### config.mk
export PLATFORM = sky130hd
export DESIGN_NAME = mpuc_cmul_cfg_flat
export DESIGN_NICKNAME = d
export VERILOG_FILES = /design/src/rtl/mpuc_cmul_cfg_if.sv /design/src/rtl/mpuc_cmul_cfg.sv /design/src/flat_wrapper.sv
export SDC_FILE = /design/constraint.sdc
export NUM_CORES = 1
export LEC_CHECK = 0
export ABC_AREA = 1
export BUFFER_PORTS_ARGS = -buffer_cell sky130_fd_sc_hd__buf_2
export CAP_MARGIN = 20
export CORE_MARGIN = 2
export CORE_UTILIZATION = 64
export DETAILED_ROUTE_END_ITERATION = 8
export PLACE_DENSITY_LB_ADDON = 0.1
export SETUP_SLACK_MARGIN = 0.02
export SLEW_MARGIN = 20
export SYNTH_ARGS = -nofsm -noshare
export SYNTH_HDL_FRONTEND = slang
export SYNTH_SLANG_ARGS = --single-unit
### constraint.sdc
create_clock -name CLK -period 5.9 [get_ports CLK]
set_input_delay 0 -clock CLK [delete_from_list [all_inputs] [get_ports CLK]]
set_output_delay 0 -clock CLK [all_outputs]
set_load 0.02 [all_outputs]
### src/rtl/mpuc_cmul_cfg_if.sv
// Sample/result bundle for mpuc_cmul_cfg: the sample strobe and operands go in,
// the scaled complex result and its status flags come out.
interface mpuc_cmul_cfg_if #(
  parameter int NB = 12
);
  logic                 EI;
  logic                 ED;
  logic [1:0]           MODE;
  logic                 MPYJ;
  logic signed [NB-1:0] DR;
  logic signed [NB-1:0] DI;
  logic signed [NB-1:0] DOR;
  logic signed [NB-1:0] DOI;
  logic                 DV;
  logic                 OVF;
  logic                 COLL;

  modport master (
    output EI, ED, MODE, MPYJ, DR, DI,
    input  DOR, DOI, DV, OVF, COLL
  );

  modport slave (
    input  EI, ED, MODE, MPYJ, DR, DI,
    output DOR, DOI, DV, OVF, COLL
  );
endinterface

### src/rtl/mpuc_cmul_cfg.sv
// Complex-by-constant multiplier: one shared NB x NC multiplier handles the real
// and imaginary parts on successive enabled cycles, then scales, saturates and
// optionally rotates by -j. Accepts one sample per two enabled cycles.
module mpuc_cmul_cfg #(
  parameter int NB  = 12,
  parameter int NC  = 16,
  parameter int RND = 1
) (
  input  logic            CLK,
  input  logic            RST,
  mpuc_cmul_cfg_if.slave  bus
);
  localparam int PW = NB + NC;

  localparam int K0 = int'(0.707107 * real'(2 ** (NC - 2)));
  localparam int K1 = int'(0.541196 * real'(2 ** (NC - 2)));
  localparam int K2 = int'(1.306563 * real'(2 ** (NC - 2)));
  localparam int K3 = int'(0.923880 * real'(2 ** (NC - 2)));

  localparam logic signed [NB-1:0] YMAX = {1'b0, {(NB-1){1'b1}}};
  localparam logic signed [NB-1:0] YMIN = {1'b1, {(NB-1){1'b0}}};
  localparam logic signed [PW-1:0] WMAX = PW'(YMAX);
  localparam logic signed [PW-1:0] WMIN = PW'(YMIN);
  localparam logic signed [PW-1:0] BIAS = (RND != 0) ? (PW'(1) << (NC - 3)) : '0;

  // r_v[n] marks a sample that was accepted n+1 enabled cycles ago.
  logic [3:0]           r_v;
  logic [3:0]           r_j;
  logic signed [NB-1:0] r_xr, r_xi;
  logic signed [NC-1:0] r_k;
  logic signed [PW-1:0] r_p;
  logic signed [NB-1:0] r_yr, r_yi;
  logic                 r_or, r_oi;
  logic signed [NB-1:0] r_dor, r_doi;
  logic                 r_dv, r_ovf, r_coll;

  logic                 w_acc, w_col;
  logic signed [NC-1:0] w_k;
  logic signed [NB-1:0] w_opa;
  logic signed [PW-1:0] w_p, w_pr, w_sh;
  logic signed [NB-1:0] w_y, w_ng;
  logic                 w_sat, w_nsat;

  // A strobe on the cycle right after an accept would collide with the imaginary-part multiply.
  assign w_acc = bus.ED && !r_v[0];
  assign w_col = bus.ED &&  r_v[0];

  always_comb begin
    w_k = NC'(K0);
    case (bus.MODE)
      2'd0: w_k = NC'(K0);
      2'd1: w_k = NC'(K1);
      2'd2: w_k = NC'(K2);
      2'd3: w_k = NC'(K3);
      default: w_k = NC'(K0);
    endcase
  end

  assign w_opa = r_v[0] ? r_xr : r_xi;
  assign w_p   = PW'(w_opa) * PW'(r_k);
  assign w_pr  = r_p + BIAS;
  assign w_sh  = w_pr >>> (NC - 2);

  // NOTE: every variable written here gets a default first, so no path infers a latch.
  always_comb begin
    w_y   = w_sh[NB-1:0];
    w_sat = 1'b0;
    if (w_sh > WMAX) begin
      w_y   = YMAX;
      w_sat = 1'b1;
    end else if (w_sh < WMIN) begin
      w_y   = YMIN;
      w_sat = 1'b1;
    end
  end

  always_comb begin
    w_ng   = -r_yr;
    w_nsat = 1'b0;
    if (r_yr == YMIN) begin
      w_ng   = YMAX;
      w_nsat = 1'b1;
    end
  end

  // NOTE: state uses non-blocking assignments so every stage samples pre-edge values.
  always_ff @(posedge CLK) begin
    if (RST) begin
      r_v    <= '0;
      r_j    <= '0;
      r_xr   <= '0;
      r_xi   <= '0;
      r_k    <= '0;
      r_p    <= '0;
      r_yr   <= '0;
      r_yi   <= '0;
      r_or   <= 1'b0;
      r_oi   <= 1'b0;
      r_dor  <= '0;
      r_doi  <= '0;
      r_dv   <= 1'b0;
      r_ovf  <= 1'b0;
      r_coll <= 1'b0;
    end else if (bus.EI) begin
      r_v <= {r_v[2:0], w_acc};
      r_j <= {r_j[2:0], bus.MPYJ};
      if (w_acc) begin
        r_xr <= bus.DR;
        r_xi <= bus.DI;
        r_k  <= w_k;
      end
      if (r_v[0] || r_v[1]) r_p <= w_p;
      if (r_v[1]) begin
        r_yr <= w_y;
        r_or <= w_sat;
      end
      if (r_v[2]) begin
        r_yi <= w_y;
        r_oi <= w_sat;
      end
      r_dv <= r_v[3];
      if (r_v[3]) begin
        if (r_j[3]) begin
          r_dor <= r_yi;
          r_doi <= w_ng;
          r_ovf <= r_ovf | r_or | r_oi | w_nsat;
        end else begin
          r_dor <= r_yr;
          r_doi <= r_yi;
          r_ovf <= r_ovf | r_or | r_oi;
        end
      end
      if (w_col) r_coll <= 1'b1;
    end
  end

  assign bus.DOR  = r_dor;
  assign bus.DOI  = r_doi;
  assign bus.DV   = r_dv;
  assign bus.OVF  = r_ovf;
  assign bus.COLL = r_coll;
endmodule

### src/flat_wrapper.sv
// flat-port wrapper written by rule: the top's interface ports become plain ports
module mpuc_cmul_cfg_flat 
#(
  parameter int NB  = 12,
  parameter int NC  = 16,
  parameter int RND = 1
)
  (CLK, RST, bus_EI, bus_ED, bus_MODE, bus_MPYJ, bus_DR, bus_DI, bus_DOR, bus_DOI, bus_DV, bus_OVF, bus_COLL);
  mpuc_cmul_cfg_if #(.NB(NB)) bus_i ();
  input  logic CLK;
  input  logic RST;
  input wire logic [$bits(bus_i.EI)-1:0] bus_EI;
  input wire logic [$bits(bus_i.ED)-1:0] bus_ED;
  input wire logic [$bits(bus_i.MODE)-1:0] bus_MODE;
  input wire logic [$bits(bus_i.MPYJ)-1:0] bus_MPYJ;
  input wire logic [$bits(bus_i.DR)-1:0] bus_DR;
  input wire logic [$bits(bus_i.DI)-1:0] bus_DI;
  output wire logic [$bits(bus_i.DOR)-1:0] bus_DOR;
  output wire logic [$bits(bus_i.DOI)-1:0] bus_DOI;
  output wire logic [$bits(bus_i.DV)-1:0] bus_DV;
  output wire logic [$bits(bus_i.OVF)-1:0] bus_OVF;
  output wire logic [$bits(bus_i.COLL)-1:0] bus_COLL;
  assign bus_i.EI = bus_EI;
  assign bus_i.ED = bus_ED;
  assign bus_i.MODE = bus_MODE;
  assign bus_i.MPYJ = bus_MPYJ;
  assign bus_i.DR = bus_DR;
  assign bus_i.DI = bus_DI;
  assign bus_DOR = bus_i.DOR;
  assign bus_DOI = bus_i.DOI;
  assign bus_DV = bus_i.DV;
  assign bus_OVF = bus_i.OVF;
  assign bus_COLL = bus_i.COLL;
  mpuc_cmul_cfg #(.NB(NB), .NC(NC), .RND(RND)) u_core (.CLK(CLK), .RST(RST), .bus(bus_i));
endmodule
After elaboration in Yosys (flattened, before gate mapping) --
Cells that the tools add are included.
Operators by class: add/sub/neg operators 2, multipliers 1, $lt $le $gt $ge 2, equality and inequality tests 4, multiplexer cells 11, bitwise operators 3, reduce and logical (&&, ||, !) cells 11
Operator list (count):
- 2-to-1 mux 12 bit | 6
- case mux 16 bit (4 select lines) | 1
- adder 28 x 15 -> 28 bit, second input constant | 1
- multiplier 12 x 16 -> 28 bit | 1
- > comparator 14 x 12 -> 1 bit, second input constant | 1
- less-than comparator 14 x 12 -> 1 bit, second input constant | 1
- == test 12 bit, second input constant | 1
- negation 12 bit | 1
- AND reduction 2 bit | 6
- == test 2 bit, second input constant | 2
- 2-to-1 mux 1 bit | 4
- OR 1 bit | 3
- == test 2 x 1 -> 1 bit, second input constant | 1
- logical AND 1 bit | 2
- logical NOT 2 bit | 1
- logical NOT 1 bit | 1
- logical OR 1 bit | 1
Storage, ports and cells: register bits after elaboration 129, input port bits 31, output and inout port bits 27, logic and storage cells 49

Depth between registers and ports, before layout --
Gate-level depths: netlist (run 1).
depth after elaboration 4, mapped depth 29, depth with buffers taken out 28

Worst setup path before layout (run 1) --
OpenSTA, ideal clock, no wires.
kind register to register, start point reg u_core.r_v[0], end point reg u_core.r_p[18], library setup time 0.114 ns, data arrival time 5.103 ns, data required time 5.786 ns, path slack 0.683 ns, stages on the path, launching flop included 24, path buffers 1, period minus slack after synthesis 5.217 ns, cell sequence dfxtp_1 -> inv_1 -> clkbuf_1 -> or2_2 -> o21ai_1 -> inv_1 -> nand2_1 -> fa_1 -> inv_1 -> fa_1 -> fa_1 -> fa_1 -> inv_1 -> fa_1 -> inv_1 -> ha_1 -> a21o_1 -> a21boi_0 -> nand2_1 -> o21bai_1 -> nand2_1 -> nand2_1 -> o21bai_1 -> inv_1
Between the ends: longest elaborated chain between the ends 2, elaborated cells on any way between the ends 4, those cells by class 1 x mul; 1 x mux; 2 x reduce/logical
RTL lines:
- from (decl) | RTL line mpuc_cmul_cfg.sv:27 | logic [3:0] r_v;
- from (signal assigned) | RTL line mpuc_cmul_cfg.sv:105 | r_v <= {r_v[2:0], w_acc};
- 2-to-1 mux 12 bit / logical OR 1 bit (equally long branches) | RTL line mpuc_cmul_cfg.sv:59, mpuc_cmul_cfg.sv:112
- multiplier 12 x 16 -> 28 bit / AND reduction 2 bit (equally long branches)
- to (signal assigned) | RTL line mpuc_cmul_cfg.sv:112 | if (r_v[0] || r_v[1]) r_p <= w_p;
- to (decl) | RTL line mpuc_cmul_cfg.sv:31 | logic signed [PW-1:0] r_p;
Parallel ways exist; a longest one is shown, timed or not. A chain may end at the register's enable or synchronous reset.

Final worst setup path (run 1) --
start point reg u_core.r_v[0], end point reg u_core.r_p[21]
The elaborated chain is that of the path after synthesis.

==> metrics.yaml, run 1 <==
min_to: "u_core.r_v[1]"
yosys.area_share.simple: 0.193
drt_iter0_drc: 666
htreeDepth: 3
drive_above_1_share: 0.0801
ff2ff_setup_slack_ns: 0.29
via_per_inst: 5.29
startpoint_type: "register"
status: "complete, no violations"
synthCells: 1492
cts_buffer_depth: 2
synth_xor_area_frac: 0.0184
gp_congestion: 0.971
dp.cells: 1750
synthFlopType: "dfxtp_1"
crit_fanout: 14
synth_cell_types: 34
final_cell_mix: "355 x inv_1, 229 x nand2_1, 167 x nor2_1, 126 x fa_1, 110 x dfxtp_1"
cts_root_buf: "clkbuf_16"
dr.pass1.iters: 5
core_um2: 16600
fin_cells: 1793
seqCellArea_um2: 2200
row_count: 47
p_leak_nw: 6.45
finalNetCount: 1814
placed_area_um2: 11500
yosysSeqAreaShare: 0.201
hold_start: "bus_EI"
grtUsageTotal: 0.323
synthToLayoutAreaGrowth_pct: 10.3
period_share: 0.951
pre_cts_slack_ns: 0.201
synth-compound-area-share: 0.114
syn_nets: 1738
ant_nets: 0
ioPinCount: 58
use_met1: 0.431
cts_tree: "built"
use_met2: 0.551
cp_data_arrival_time_ns: 5.88
netlist_area_um2: 11000
rr_startpoint: "u_core.r_v[0]"
setup_viol: 0
synthArstFlopShare: 0
utilization: 0.726
min_period_ns: 5.61
grt_max_degree: 61
die_y_um: 135
timing.final.ws_setup_ns: 0.288
hold_class: "in -> reg"
finalMaxSlewViolations: 0
skew_ns: 0.0112
die_w_um: 135
path_clk_slew_ns: 0.08
numCtsBuffers: 9
dp_hpwl_um: 22800
cp-end-kind: "register"
slew_headroom: 0.464
grt_pass1_vias: 9368
muxShareOfSynthArea: 0
layout_commonest_cell: "inv_1"
ys_seq_elements: 110
power.total_mw: 2.33
wl_per_cell_um: 15.7
synth_edf_count: 0
busiest_layer: "met2"
antenna_cells: 0
timing.hold.ws_ns: 0.0235
setup_tns_ns: 0
multi_input_area_um2: 7210
grt_pass1_wl_um: 46300
antenna_found_initial: 0
clock-sinks: 110
min_delay_path_depth: 3
syn-mean-instance-area_um2: 7.34
grt_remaining_overflow: 0
fmax_mhz: 178
yosysWarnings: 0
synth_top_family_by_area: "adder cells"
wl_um: 28200
die_area_um2: 18200
fin_area_um2: 12100
drcViolationCount: 0
hold_violations: 0
worstMarginPinSlew_ns: 0.803
r2r_cells: 24
route.vias.total: 9486
rsz0062_at_grt: "yes"
ir_drop_uv: 150
synthAdderAreaFrac: 0.332
clk_latency_ns: 0.36
postCtsSetupBuffers: 0
r2r-end: "u_core.r_p[21]"
worstPathRequired_ns: 6.17
met3_usage: 0.0469
path_class: "reg -> reg"
cap_violations: 0
p_per_area_nw_per_um2: 193
portBuffers: 57
nFillCells: 1361
initial_utilization: 0.658
==> cells in the mapped netlist (all sizes together) (15+ instances only) <==
cell type / n / share of area
a21oi: 97 / 0.044
buf: 15 / 0.0080
clkbuf: 28 / 0.0096
dfxtp: 110 / 0.20
fa: 126 / 0.23
ha: 89 / 0.10
inv: 358 / 0.12
nand2: 231 / 0.080
nand3: 59 / 0.027
nand4: 15 / 0.0086
nor2: 169 / 0.058
nor3: 18 / 0.0096
o21ai: 94 / 0.044
or2: 16 / 0.0091
xor2: 19 / 0.015
==> cell type report <==
cell class | count | area share
repair buffers | 108 | 0.0609
well taps | 220 | 0.0228
clock buffers | 9 | 0.0186
inverters | 363 | 0.113
clock inverters | 7 | 0.00652
flip-flops and latches | 110 | 0.182
multi-input cells | 976 | 0.596
==> worst max-delay path, stage by stage, from the launching register on <==
cell     delay, ns
dfxtp_1       0.32
buf_4         0.19
or2_2         0.30
nand2_1       0.23
inv_1         0.19
nand2_1       0.15
fa_1          0.44
fa_1          0.53
inv_1         0.05
fa_1          0.46
fa_1          0.55
inv_1         0.06
fa_1          0.53
inv_1         0.04
ha_1          0.35
a21oi_1       0.22
o21ai_0       0.12
a21oi_1       0.23
nand2_1       0.13
nand2_1       0.10
nand2_1       0.05
nand2_1       0.06
nand3_1       0.07
nand2_1       0.10
inv_1         0.04
==> routing by layer <==
| metal | wire length, um | vias to the layer above | part of all wire |
|---|---|---|---|
| met5 | 0 | - | 0 |
| met4 | 723 | 0 | 0.026 |
| met3 | 1540 | 56 | 0.055 |
| met2 | 13700 | 272 | 0.49 |
| met1 | 12200 | 4461 | 0.43 |
| li1 | - | 4697 | - |
==> kinds of logic after synthesis <==
| group | Yosys count |
|---|---|
| compound gates | 229 |
| xor+xnor | 23 |
| fa+ha+maj | 215 |
| buf+inv | 406 |
| flops | 110 |
| simple gates | 509 |
==> worst max-delay path by stage <==
stage | startpoint | endpoint | slack, ns | depth (start not counted)
6_report | u_core.r_v[0] | u_core.r_p[21] | 0.29 | 24
5_1_grt | u_core.r_v[0] | u_core.r_p[21] | 0.01 | 24
4_1_cts | u_core.r_v[0] | u_core.r_p[21] | 0.19 | 24
3_5_place_dp | u_core.r_v[0] | u_core.r_p[21] | 0.20 | 24
3_3_place_gp | u_core.r_v[0] | u_core.r_p[22] | 0.29 | 23
2_1_floorplan | u_core.r_v[0] | u_core.r_p[18] | 0.68 | 23
==> power breakdown <==
part / internal [mW] / switching, mW
Clock: 0.302 / 0.318
Sequential: 0.774 / 0.0315
Combinational: 0.327 / 0.582
Total: 1.40 / 0.931
==> timing repair <==
item                                   in CTS  in global routing
gates resized for setup                     0                  5
setup endpoints to repair                   0                 13
endpoints found under the hold margin      27                  0
hold buffers                               27                  0
==> state kept, by name, indices dropped and copies added, names as in the netlist, 4 cells and up <==
name            count
u_core.r_xi        12
u_core.r_yi        12
u_core.r_p         15
u_core.bus.DOI     12
u_core.r_yr        12
u_core.bus.DOR     12
u_core.r_j          4
u_core.r_v          4
u_core.r_xr        12
u_core.r_k         10
(Power assumes the default switching activity.)
==> run 2: changes to the inputs <==
Settings changed: CELL_PAD_IN_SITES_DETAIL_PLACEMENT set to 2, CELL_PAD_IN_SITES_GLOBAL_PLACEMENT set to 2, CORE_UTILIZATION 64 to 37, CTS_BUF_LIST set to sky130_fd_sc_hd__clkbuf_16.
==> metrics.yaml, run 2 (synthesis gave the netlist of run 1 again) <==
status: "complete, no violations"  # unchanged
row_count: 63  # was 47
drcViolationCount: 0  # unchanged
wl_per_cell_um: 19.9  # was 15.7 um
portBuffers: 57  # unchanged
die_area_um2: 31000  # was 18200 um^2
p_leak_nw: 6.48  # was 6.45 nW
antenna_found_initial: 0  # unchanged
min_period_ns: 5.69  # was 5.61 ns
drt_iter0_drc: 419  # was 666
cp_common_cell: "inv_1"  # was nand2_1
skew_ns: 0.0117  # was 0.0112 ns
initial_utilization: 0.373  # was 0.658
wl_um: 39200  # was 28200 um
crit_family: "adder cells"  # unchanged
hold_class: "in -> reg"  # unchanged
period_share: 0.964  # was 0.951
crit_buf_inv: 8  # was 6
wl_met2_um: 20100  # was 13700 um
grt_pass1_vias: 11117  # was 9368
highest_layer: "met4"  # unchanged
finalMaxSlewViolations: 0  # unchanged
crit_fanout: 8  # was 14
ant_nets: 0  # unchanged
drive_above_1_share: 0.104  # was 0.0801
synthToLayoutAreaGrowth_pct: 14.0  # was 10.3%
numCtsBuffers: 9  # unchanged
dr.pass1.iters: 5  # unchanged
largest_reg_flops: 15  # unchanged
cts_buffer_depth: 2  # unchanged
layout_commonest_cell: "inv_1"  # unchanged
cp_data_arrival_time_ns: 5.97  # was 5.88 ns
finalNetCount: 1819  # was 1814
slew_headroom: 0.334  # was 0.464
route.vias.total: 9898  # was 9486
placed_area_um2: 11700  # was 11500 um^2
grt_remaining_overflow: 0  # unchanged
worstMarginPinSlew_ns: 1.00  # was 0.803 ns
startpoint_type: "register"  # unchanged
cap_violations: 0  # unchanged
worstPathRequired_ns: 6.18  # was 6.17 ns
path_class: "reg -> reg"  # unchanged
ioPinCount: 58  # unchanged
clk_latency_ns: 0.37  # was 0.36 ns
fin_area_um2: 12500  # was 12100 um^2
fin_cells: 1968  # was 1793
gp_congestion: 0.919  # was 0.971
dr_wl_met3_um: 1210  # was 1540 um
grtUsageTotal: 0.255  # was 0.323
core_um2: 29400  # was 16600 um^2
final_cell_mix: "354 x inv_1, 221 x nand2_1, 159 x nor2_1, 125 x fa_1, 109 x dfxtp_1"  # was 355 x inv_1, 229 x nand2_1, 167 x nor2_1, 126 x fa_1, 110 x dfxtp_1
critPathSlowestCell: "fa_1"  # unchanged
hold_violations: 0  # unchanged
critical_path.cell_chain: "clkinvlp_4 > or2_2 > o21ai_1 > buf_4 > nor2_1 > fa_1 > inv_1 > fa_1 > inv_1 > fa_1 > fa_1 > inv_1 > fa_1 > inv_1 > ha_2 > nand2_2 > nor2_2 > inv_1 > nor2_2 > nand4_1 > nand4_1 > nand3_1 > nand2_1 > inv_1"  # was buf_4 > or2_2 > nand2_1 > inv_1 > nand2_1 > fa_1 > fa_1 > inv_1 > fa_1 > fa_1 > inv_1 > fa_1 > inv_1 > ha_1 > a21oi_1 > o21ai_0 > a21oi_1 > nand2_1 > nand2_1 > nand2_1 > nand2_1 > nand3_1 > nand2_1 > inv_1
dp_hpwl_um: 30300  # was 22800 um
dp.cells: 1921  # was 1750
grt_max_degree: 48  # was 61
clock-sinks: 110  # unchanged
die_y_um: 176  # was 135 um
htreeDepth: 3  # unchanged
path_clk_slew_ns: 0.08  # about the same
ff2ff_setup_slack_ns: 0.21  # was 0.29 ns
antenna_cells: 0  # unchanged
drt-met1-wl_um: 16800  # was 12200 um
grt_pass1_wl_um: 61200  # was 46300 um
fmax_mhz: 176  # was 178 MHz
cpPeakStageDelay_ns: 0.56  # was 0.55 ns
via_per_inst: 5.03  # was 5.29
die_w_um: 176  # was 135 um
cts_tree: "built"  # unchanged
power.total_mw: 2.50  # was 2.33 mW
largest-register: "u_core.r_p"  # unchanged
setup_viol: 0  # unchanged
cp-end-kind: "register"  # unchanged
cts_root_buf: "clkbuf_16"  # unchanged
ir_drop_uv: 140  # was 150 uV
p_per_area_nw_per_um2: 200  # was 193 nW/um^2
run 2: cell count changes in the layout (fill, tap and decap cells not counted), moves of 5 or more:
cell,delta
nand2_1,-8
nor2_1,-8
nor2_2,+7
a21oi_1,-6
a21oi_2,+6
nand2_2,+6
o21ai_0,-5
run 2: report_power, final:
| part | internal (mW) | switching (mW) |
|---|---|---|
| clock | 0.337 | 0.327 |
| sequential | 0.773 | 0.0346 |
| combinational | 0.356 | 0.674 |
run 2: timing repair:
action                                 4_1_cts  5_1_grt
resized for setup                            0       53
setup buffers                                0        2
hold buffers                                28        0
endpoints found under the hold margin       29        0
setup endpoints to repair                    0       15
run 2: metal layers:
layer,global-route usage,vias up
met2,0.458,177
li1,-,4699
met4,0.0782,0
met5,0,-
met1,0.316,4951
met3,0.0332,71
run 2: path summary, 6_finish.rpt:
check	from	end	depth (start not counted)
worst min-delay path	bus_EI	u_core.r_v[0]	3
worst max-delay path	u_core.r_v[0]	u_core.r_p[24]	24
worst min register to register	u_core.bus.DOI[10]	u_core.bus.DOI[10]	2
worst max register to register	u_core.r_v[0]	u_core.r_p[24]	24
run 2: worst min-delay path, cell delays in order:
cell      delay [ns]
buf_2           0.16
nand2_1         0.10
a211oi_1        0.07
run 2: cell type report:
class                           instances  area, um^2
Clock buffer                            9         225
Clock inverter                          7        81.3
Fill cell                            3417       16900
Inverter                              363        1370
Multi-Input combinational cell        976        7340
Sequential cell                       110        2210
Tap cell                              390         488
Timing Repair Buffer                  112         776
Timing Repair inverter                  1        7.51
run 2: metrics by stage:
step	util	hold WS (ns)	worst slack [ns]	TNS, ns
2_1_floorplan	-	0.135	0.683	0
3_3_place_gp	0.399	0.223	0.230	0
3_5_place_dp	0.399	0.233	0.0873	0
4_1_cts	0.419	0.00272	0.0538	0
5_1_grt	0.425	0.0296	-0.0575	-0.111
6_report	0.425	0.00459	0.210	0
